===== src/rtl/serial_adder.sv =====
// Bit-serial adder/subtractor: one full-adder slice with a registered carry,
// processing WIDTH-bit operands LSB first under a start/busy/done handshake.
module serial_adder #(
  parameter int WIDTH = 8,
  localparam int CW = $clog2(WIDTH + 1)
) (
  input  logic             clk,
  input  logic             rst,
  input  logic             start,
  input  logic             sub,
  input  logic [WIDTH-1:0] a,
  input  logic [WIDTH-1:0] b,
  output logic             busy,
  output logic             done,
  output logic [WIDTH-1:0] sum,
  output logic             cout,
  output logic             ovf
);

  localparam logic [1:0] ST_IDLE = 2'd0;
  localparam logic [1:0] ST_RUN  = 2'd1;
  localparam logic [1:0] ST_FIN  = 2'd2;

  localparam logic [CW-1:0] LAST_BIT = CW'(WIDTH - 1);

  logic [1:0]       state_q, state_d;
  logic [CW-1:0]    cnt_q, cnt_d;
  logic             carry_q, carry_d;
  logic [WIDTH-1:0] opa_q, opa_d;
  logic [WIDTH-1:0] opb_q, opb_d;
  logic [WIDTH-1:0] res_q, res_d;
  logic [WIDTH-1:0] sum_q, sum_d;
  logic             cout_q, cout_d;
  logic             ovf_q, ovf_d;

  // Full-adder slice built from two half-adder stages plus the carry OR.
  logic ha1_s, ha1_c, ha2_s, ha2_c, fa_c;

  always_comb begin
    ha1_s = opa_q[0] ^ opb_q[0];
    ha1_c = opa_q[0] & opb_q[0];
    ha2_s = ha1_s ^ carry_q;
    ha2_c = ha1_s & carry_q;
    fa_c  = ha1_c | ha2_c;
  end

  always_comb begin
    state_d = state_q;
    cnt_d   = cnt_q;
    carry_d = carry_q;
    opa_d   = opa_q;
    opb_d   = opb_q;
    res_d   = res_q;
    sum_d   = sum_q;
    cout_d  = cout_q;
    ovf_d   = ovf_q;
    case (state_q)
      ST_IDLE: begin
        if (start) begin
          opa_d   = a;
          opb_d   = sub ? ~b : b;
          carry_d = sub;
          cnt_d   = '0;
          state_d = ST_RUN;
        end
      end
      ST_RUN: begin
        res_d            = res_q >> 1;
        res_d[WIDTH-1]   = ha2_s;
        opa_d            = opa_q >> 1;
        opb_d            = opb_q >> 1;
        carry_d          = fa_c;
        cnt_d            = cnt_q + CW'(1);
        // On the MSB cycle carry_q is the carry into the MSB, so overflow
        // and the published result are captured here, on entry to FIN.
        if (cnt_q == LAST_BIT) begin
          state_d = ST_FIN;
          sum_d   = res_d;
          cout_d  = fa_c;
          ovf_d   = carry_q ^ fa_c;
        end
      end
      ST_FIN: begin
        state_d = ST_IDLE;
      end
      default: begin
        state_d = ST_IDLE;
      end
    endcase
  end

  always_ff @(posedge clk) begin
    if (rst) begin
      state_q <= ST_IDLE;
      cnt_q   <= '0;
      carry_q <= 1'b0;
      opa_q   <= '0;
      opb_q   <= '0;
      res_q   <= '0;
      sum_q   <= '0;
      cout_q  <= 1'b0;
      ovf_q   <= 1'b0;
    end else begin
      state_q <= state_d;
      cnt_q   <= cnt_d;
      carry_q <= carry_d;
      opa_q   <= opa_d;
      opb_q   <= opb_d;
      res_q   <= res_d;
      sum_q   <= sum_d;
      cout_q  <= cout_d;
      ovf_q   <= ovf_d;
    end
  end

  assign busy = (state_q == ST_RUN);
  assign done = (state_q == ST_FIN);
  assign sum  = sum_q;
  assign cout = cout_q;
  assign ovf  = ovf_q;

endmodule


===== config.mk =====
export PLATFORM = sky130hd
export DESIGN_NAME = serial_adder
export DESIGN_NICKNAME = d
export VERILOG_FILES = /design/src/rtl/serial_adder.sv
export SDC_FILE = /design/constraint.sdc
export NUM_CORES = 1
export LEC_CHECK = 0
export CAP_MARGIN = 20
export CORE_ASPECT_RATIO = 0.9
export CORE_MARGIN = 8
export CORE_UTILIZATION = 50
export CTS_CLUSTER_DIAMETER = 200
export CTS_CLUSTER_SIZE = 14
export DETAILED_ROUTE_END_ITERATION = 10
export GPL_TIMING_DRIVEN = 0
export HOLD_SLACK_MARGIN = 0.05
export PLACE_DENSITY = 0.86
export SLEW_MARGIN = 15
export SYNTH_ARGS = -nofsm -noshare
export SYNTH_HDL_FRONTEND = slang
export SYNTH_SLANG_ARGS = --single-unit

===== constraint.sdc =====
create_clock -name clk -period 3.3 [get_ports clk]
set_input_delay 0.66 -clock clk [delete_from_list [all_inputs] [get_ports clk]]
set_output_delay 0.66 -clock clk [all_outputs]
set_load 0.05 [all_outputs]

# --- Word level (Yosys, flattened, before mapping) ---
# Cells that the tools add are included.
word_totals:
  word_cells: 39
  ff_bits: 41
  inputBits: 20
op_classes:
  muxes: 12
  reduce_logical: 5
  eq_ne: 5
  addsub: 1
  bitwise: 7
op_table:
  columns: ["operator", "count"]
  rows:
  - ["$pmux 8 s2", 2]
  - ["$mux 8", 3]
  - ["$not 8->8", 1]
  - ["$pmux 4 s2", 1]
  - ["$reduce_and 2->1", 3]
  - ["$add 4x1->4 const B", 1]
  - ["$eq 4x3->1 const B", 1]
  - ["$mux 2", 2]
  - ["$mux 4", 1]
  - ["$pmux 2 s2", 1]
  - ["$xor 1x1->1", 3]
  - ["$and 1x1->1", 2]
  - ["$eq 2x1->1 const B", 1]
  - ["$eq 2x2->1 const B", 1]
  - ["$logic_not 2->1", 1]
  - ["$ne 2x1->1 const B", 1]
  - ["$ne 2x2->1 const B", 1]
  - ["$pmux 1 s2", 1]
  - ["$reduce_bool 2->1", 1]
  - ["$mux 1", 1]
  - ["$or 1x1->1", 1]

# --- Longest topological paths before layout ---
# Gate-level depths: netlist (run 1).
depth:
  ltp_word: 4
  mapped_depth: 6

# --- Worst setup path after synthesis (run 1) ---
# OpenSTA, ideal clock, no wires.
synth_timing:
  path_kind: "reg-to-output"
  from: "register state_q[1]"
  to: "output done"
  t_arrival_ps: 1536
  stages_incl_launch_ff: 4
  path_slack_ps: 1104
  cell_sequence: "dfxtp_1 -> buf_2 -> clkbuf_1 -> nor2b_1"
synth_via:
  elab_chain_len: 1
synth_lines:
  columns: ["item", "line_no", "source"]
  rows:
  - ["start, declared", "26", "logic [1:0] state_q, state_d;"]
  - ["start signal, assigned", "104", "state_q <= state_d;"]
  - ["$eq 2x2->1", "117", "assign done = (state_q == ST_FIN);"]
  - ["end, declared", "14", "output logic done,"]
# Every way passes these cells.

# --- Worst setup path after layout (run 1) ---
# Same ends and word-level chain as after synthesis.

==> impl_metrics.env, run 1 <==
export IMPL_synth_area_um2=1780
export IMPL_min_delay_path_class="reg -> reg"
export IMPL_grt_max_degree=12
export IMPL_cts_num_sinks=40
export IMPL_crit_path_end="done"
export IMPL_via_count=1662
export IMPL_ctsRootBufferMaster="clkbuf_8"
export IMPL_cp_num_buf_inv=3
export IMPL_gr_total_overflow=0
export IMPL_combinationalPowerShare_pct=13.3
export IMPL_synth_yosys_seq_area_share_pct=44.9
export IMPL_coreArea_um2=3400
export IMPL_p_int_mw=0.736
export IMPL_fillers=311
export IMPL_clockPowerShare_pct=33.8
export IMPL_ios=32
export IMPL_fin_crit_ns=2.94
export IMPL_p_per_area_nw_per_um2=445
export IMPL_place_congestion=0.772
export IMPL_max_cap_viol_count=0
export IMPL_clock_skew_ns=0.00857
export IMPL_die_h_um=72.6
export IMPL_crit_start="state_q[1]"
export IMPL_cts_tree="yes"
export IMPL_dr_max_layer_used="met4"
export IMPL_yosys_warnings=0
export IMPL_r2r_end="sum[7]"
export IMPL_portBuffers=28
export IMPL_grt_pass1_vias=1556
export IMPL_max_clock_freq_mhz=340
export IMPL_setup_tns_ns=0
export IMPL_crit_path_top_delay_cell="clkdlybuf4s50_1"
export IMPL_p_leak_nw=0.791
export IMPL_antenna_left=0
export IMPL_regToRegStartpoint="cnt_q[0]"
export IMPL_drtIter0Drc=175
export IMPL_relSlewSlack_pct=66.2
export IMPL_fin_crit_sh_pct=89.0
export IMPL_worst_slew_pin_slew_ns=0.505
export IMPL_num_rows=20
export IMPL_drcViolationCount=0
export IMPL_cts_htree_levels=2
export IMPL_grt_pass1_wl_um=7010
export IMPL_viasPerCell=5.67
export IMPL_nNetsFinal=270
export IMPL_setup_viol=0
export IMPL_power_frac_seq_pct=52.9
export IMPL_synth_edf_count=0
export IMPL_diodes=0
export IMPL_syn_inst=213
export IMPL_syn_nets=235
export IMPL_cp_top_family="buffers and inverters"
export IMPL_wl_per_cell_um=14.2
export IMPL_numCtsBuffers=5
export IMPL_clk_insertion_delay_late_ns=0.29
export IMPL_dp_hpwl_um=2950
export IMPL_syn2layout_area_growth_pct=23.9
export IMPL_crit_fanout=10
export IMPL_antenna_found_initial=0
export IMPL_cp_num_cells=4
export IMPL_critPathCaptureType="output port"
export IMPL_cp_slowest_stage_delay_ns=0.82
export IMPL_cts_clk_slew_worst_paths_ns=0.07
export IMPL_cp_cell_sequence="buf_2 -> clkbuf_1 -> nor2b_1 -> clkdlybuf4s50_1"
export IMPL_synth_seq_cells=40
export IMPL_hold_path_startpoint="res_q[1]"
export IMPL_rsz0062_at_grt="false"
export IMPL_wl_met1_um=1870
export IMPL_syn_avg_cell_area_um2=8.36
export IMPL_initial_core_util_pct=52.4
export IMPL_path_class="reg -> out"
export IMPL_status="completed"
export IMPL_report_final_slew_viol_count=0
export IMPL_yosys_most_used_dff="dfxtp_1"
export IMPL_synth_async_reset_ratio_pct=0
export IMPL_layout_drive_gt1_share_pct=10.4
export IMPL_startpoint_type="flop"
export IMPL_r2r_slack_ns=1.72
export IMPL_fp_dieW_um=78.9
export IMPL_ir_drop_uv=299
export IMPL_met3RoutedLength_um=240
export IMPL_swShare_pct=25.1
export IMPL_worstPathArrival_ns=2.28
export IMPL_synth_cell_type_count=31
export IMPL_cp_required_ns=2.64
export IMPL_first_pass_iters=4
export IMPL_clock_path_buffers=2
export IMPL_cts_setup_buffers=0
export IMPL_fin_util_pct=64.9
export IMPL_rr_worst_depth=5
export IMPL_dieArea_um2=5730
export IMPL_grt_usage_pct=15.1
export IMPL_p_sw_mw=0.246
export IMPL_hold_violations=0
export IMPL_route_met2_wl_um=2010
export IMPL_hold_buffers=0
export IMPL_cts_resized_gates=0
export IMPL_totalWireLength_um=4170
stage by stage:
stage                     total power [mW]  instance area, um2  hold WS [ns]  worst slack (ns)  std cells
after floorplan                      0.615                1780         0.437              1.10        213
after global placement               0.655                2120         0.445             0.708        285
after detailed placement             0.660                2120         0.465             0.685        285
after CTS                            0.982                2210         0.474             0.378        293
after global routing                  1.02                2210         0.493             0.247        293
final                                0.983                2210         0.470             0.362        293
final cells by class:
class	instances	area, um2	share of cell area (%)
Buffer	19	91.3	4.14
Tap cell	44	55.1	2.49
Multi-Input combinational cell	142	845	38.3
Timing Repair Buffer	28	280	12.7
Sequential cell	40	801	36.3
Clock buffer	8	90.1	4.08
Inverter	12	45.0	2.04
power groups by stage:
| stage | Combinational, mW | Sequential (mW) | Clock [mW] |
|---|---|---|---|
| 3_3_place_gp | 0.126 | 0.530 | 0 |
| 6_report | 0.131 | 0.520 | 0.332 |
| 2_1_floorplan | 0.0887 | 0.526 | 0 |
| 3_5_place_dp | 0.129 | 0.531 | 0 |
| 5_1_grt | 0.143 | 0.522 | 0.359 |
| 4_1_cts | 0.130 | 0.520 | 0.332 |
cells in the mapped netlist, types with 2 or more instances:
library cell  number  area (um2)
inv_1             11        41.3
o22ai_1            7        43.8
dfxtp_1           40         801
buf_2             10        50.1
a22oi_1           10        75.1
nand3_1           11        55.1
clkbuf_1           8        30.0
nor2_1            17        63.8
o221a_2            8        90.1
nor2b_1            2        12.5
xnor2_1            8        70.1
nand2_1           18        67.6
a21oi_1           34         170
nand3b_1           2        15.0
o21ai_0           10        50.1
a211oi_1           2        15.0
state kept, by name (all words and copies together), names as in the netlist:
register	cells
carry_q	1
cnt_q	4
cout	1
opa_q	8
opb_q	8
ovf	1
res_q	7
state_q	2
sum	8
routing by layer:
metal | up-vias | track usage [%]
met5 | - | 0
met4 | 0 | 6.98
met3 | 5 | 3.82
met2 | 48 | 24.8
met1 | 790 | 18.2
li1 | 819 | -
cells in the final DEF, fill, tap and decap left out, drive strengths merged, types with 2 or more instances in the layout:
| cell | count |
|---|---|
| a22oi | 10 |
| nand3b | 2 |
| clkdlybuf4s50 | 28 |
| nor2b | 2 |
| nor2 | 17 |
| clkbuf | 16 |
| o21ai | 10 |
| o221a | 8 |
| dfxtp | 40 |
| a21oi | 34 |
| a211oi | 2 |
| nand3 | 11 |
| buf | 11 |
| xnor2 | 8 |
| nand2 | 18 |
| inv | 12 |
| o22ai | 7 |
worst min-delay path: cells and delay by family, from the launching register on:
kind | cells | cell delay [ns]
DFF | 1 | 0.31
and+or+nand+nor | 1 | 0.06
AOI/OAI and AO/OA | 1 | 0.05
worst min-delay path by stage:
stage	end	slack [ns]	cells past startpoint
6_report	sum[0]	0.47	2
5_1_grt	sum[0]	0.49	2
4_1_cts	sum[0]	0.47	2
3_5_place_dp	sum[0]	0.46	2
3_3_place_gp	res_q[1]	0.45	2
2_1_floorplan	res_q[1]	0.44	2
cell families after synthesis:
kind of cell             synth area share (%)
AO/OA/AOI/OAI                            27.1
XOR/XNOR                                 4.42
adder cells (fa/ha/maj)                  1.83
buffers and inverters                    7.65
flip-flops                               44.9
multiplexers                            0.562
AND/OR/NAND/NOR                          13.5
(Power assumes the default switching activity.)
==> inputs of run 2 (changes only) <==
Settings changed: CAP_MARGIN 20 to unset, GPL_ROUTABILITY_DRIVEN set to 0.
==> results of run 2 <==
The final DEF is identical to that of run 1; final timing and power are the same.
==> inputs of run 3 (changes only) <==
Settings changed: CELL_PAD_IN_SITES_DETAIL_PLACEMENT set to 1, CELL_PAD_IN_SITES_GLOBAL_PLACEMENT set to 2, CORE_UTILIZATION 50 to 33, PLACE_DENSITY 0.86 to 0.93, SLEW_MARGIN 15 to unset.
==> run 3 against run 2 <==
  * Clock power is 2% higher
  * Worst hold slack worse by 0.00094 ns
  * Sequential power hardly changed
  * Clock-buffer cell count stayed put
  * Sequential cell count stayed put
  * Sequential share of layout area is 0.47 points lower
  * Final cell count is 7.8% higher
  * Largest power group unchanged
==> impl_metrics.env, run 3 (synthesis results as in run 1) <==
export IMPL_fp_dieW_um=93.5
export IMPL_regToRegStartpoint="cnt_q[0]"
export IMPL_wl_per_cell_um=14.7
export IMPL_diodes=0
export IMPL_nNetsFinal=270
export IMPL_met3_usage_pct=3.75
export IMPL_dieArea_um2=8010
export IMPL_instances_no_fill=316
export IMPL_clock_skew_ns=0.00458
export IMPL_max_cap_viol_count=0
export IMPL_worstPathArrival_ns=2.28
export IMPL_portBuffers=28
export IMPL_num_rows=25
export IMPL_crit_fanout=10
export IMPL_crit_start="state_q[1]"
export IMPL_min_delay_path_class="reg -> reg"
export IMPL_grt_max_degree=12
export IMPL_setup_tns_ns=0
export IMPL_critPathCaptureType="output port"
export IMPL_cts_tree="yes"
export IMPL_p_per_area_nw_per_um2=442
export IMPL_layout_drive_gt1_share_pct=10.4
export IMPL_viasPerCell=5.18
export IMPL_antenna_found_initial=0
export IMPL_cts_num_sinks=40
export IMPL_report_final_slew_viol_count=0
export IMPL_clk_insertion_delay_late_ns=0.30
export IMPL_crit_path_end="done"
export IMPL_worst_slew_pin_slew_ns=0.510
export IMPL_cts_htree_levels=2
export IMPL_first_pass_iters=4
export IMPL_die_h_um=85.7
export IMPL_gr_total_overflow=0
export IMPL_startpoint_type="flop"
export IMPL_clock_path_buffers=2
export IMPL_cp_cell_sequence="buf_2 -> clkbuf_1 -> nor2b_1 -> clkdlybuf4s50_1"
export IMPL_cts_setup_buffers=0
export IMPL_numCtsBuffers=5
export IMPL_coreArea_um2=5220
export IMPL_dp_hpwl_um=3360
export IMPL_grt_busiest_layer="met2"
export IMPL_ctsRootBufferMaster="clkbuf_8"
export IMPL_syn2layout_area_growth_pct=25.5
export IMPL_grt_pass1_wl_um=8030
export IMPL_crit_path_top_delay_cell="clkdlybuf4s50_1"
export IMPL_fillers=627
export IMPL_totalWireLength_um=4650
export IMPL_max_clock_freq_mhz=340
export IMPL_cp_num_buf_inv=3
export IMPL_r2r_slack_ns=1.70
export IMPL_path_class="reg -> out"
export IMPL_setup_viol=0
export IMPL_cts_resized_gates=0
export IMPL_ff_latch_area_um2=801
export IMPL_grt_met1_usage_pct=15.7
export IMPL_rr_worst_depth=5
export IMPL_mostFrequentLayoutCells="40 x dfxtp_1, 34 x a21oi_1, 28 x clkdlybuf4s50_1, 18 x nand2_1, 17 x nor2_1"
export IMPL_via_count=1636
export IMPL_min_path_cells=2
export IMPL_r2r_end="sum[6]"
export IMPL_grt_usage_pct=12.4
export IMPL_ios=32
export IMPL_p_leak_nw=0.791
export IMPL_hold_buffers=0
export IMPL_mostFrequentLayoutCell="dfxtp_1"
export IMPL_fin_crit_sh_pct=89.1
export IMPL_hold_violations=0
export IMPL_initial_core_util_pct=34.1
export IMPL_grt_pass1_vias=1676
export IMPL_fin_total_pwr_mw=0.989
export IMPL_rsz0062_at_grt="false"
export IMPL_use_met2_pct=19.1
export IMPL_antenna_left=0
export IMPL_status="completed"
export IMPL_drtIter0Drc=49
export IMPL_cp_required_ns=2.64
export IMPL_fin_crit_ns=2.94
export IMPL_cp_num_cells=4
export IMPL_relSlewSlack_pct=65.9
export IMPL_dp_cells=308
export IMPL_multi_input_area_um2=845
export IMPL_cp_top_family="buffers and inverters"
export IMPL_drcViolationCount=0
export IMPL_cts_clk_slew_worst_paths_ns=0.07
export IMPL_ir_drop_uv=187
export IMPL_cp_slowest_stage_delay_ns=0.81
==> run 3: cell counts in the layout (fill, tap and decap cells not counted) <==
Identical to the previous run, type by type.
==> run 3: worst min-delay path by stage <==
| stage | slack (ns) | end | from |
|---|---|---|---|
| final | 0.47 | res_q[1] | res_q[1] |
| after global routing | 0.49 | res_q[1] | res_q[1] |
| after CTS | 0.47 | res_q[1] | res_q[1] |
| after detailed placement | 0.46 | res_q[1] | res_q[1] |
| after global placement | 0.45 | res_q[1] | res_q[1] |
| after floorplan | 0.44 | res_q[1] | res_q[1] |
==> run 3: worst register-to-register path: stages (launching register included) <==
cell and delay (ns):
dfxtp_1 0.38, ha_1 0.23, and3b_1 0.23, clkbuf_1 0.41
nand3_1 0.15, a21oi_1 0.14
==> run 3: power by group <==
group	switching [mW]	total [mW]	internal (mW)	leakage, nW
logic	0.0691	0.131	0.0623	0.419
registers	0.0164	0.519	0.503	0.326
clock network	0.167	0.338	0.171	0.0455
total	0.253	0.989	0.736	0.791
==> run 3: area by class of cell <==
class | count | area share [%]
Multi-Input combinational cell | 142 | 37.8
Sequential cell | 40 | 35.8
Timing Repair Buffer | 28 | 12.5
Buffer | 19 | 4.09
Clock buffer | 8 | 4.03
Tap cell | 67 | 3.75
Inverter | 12 | 2.01
==> run 3: stage by stage <==
stage	area (um2)	hold WS [ns]	util (%)	setup WS (ns)
2_1_floorplan	1780	0.437	-	1.10
3_3_place_gp	2150	0.446	41.1	0.687
3_5_place_dp	2150	0.459	41.1	0.671
4_1_cts	2240	0.469	42.8	0.338
5_1_grt	2240	0.494	42.8	0.200
6_report	2240	0.469	42.8	0.361
==> run 3: per-layer routing <==
layer | vias up | part of all wire [%]
met5 | - | 0
li1 | 823 | -
met1 | 785 | 48
met4 | 0 | 1.8
met3 | 6 | 4.4
met2 | 22 | 45
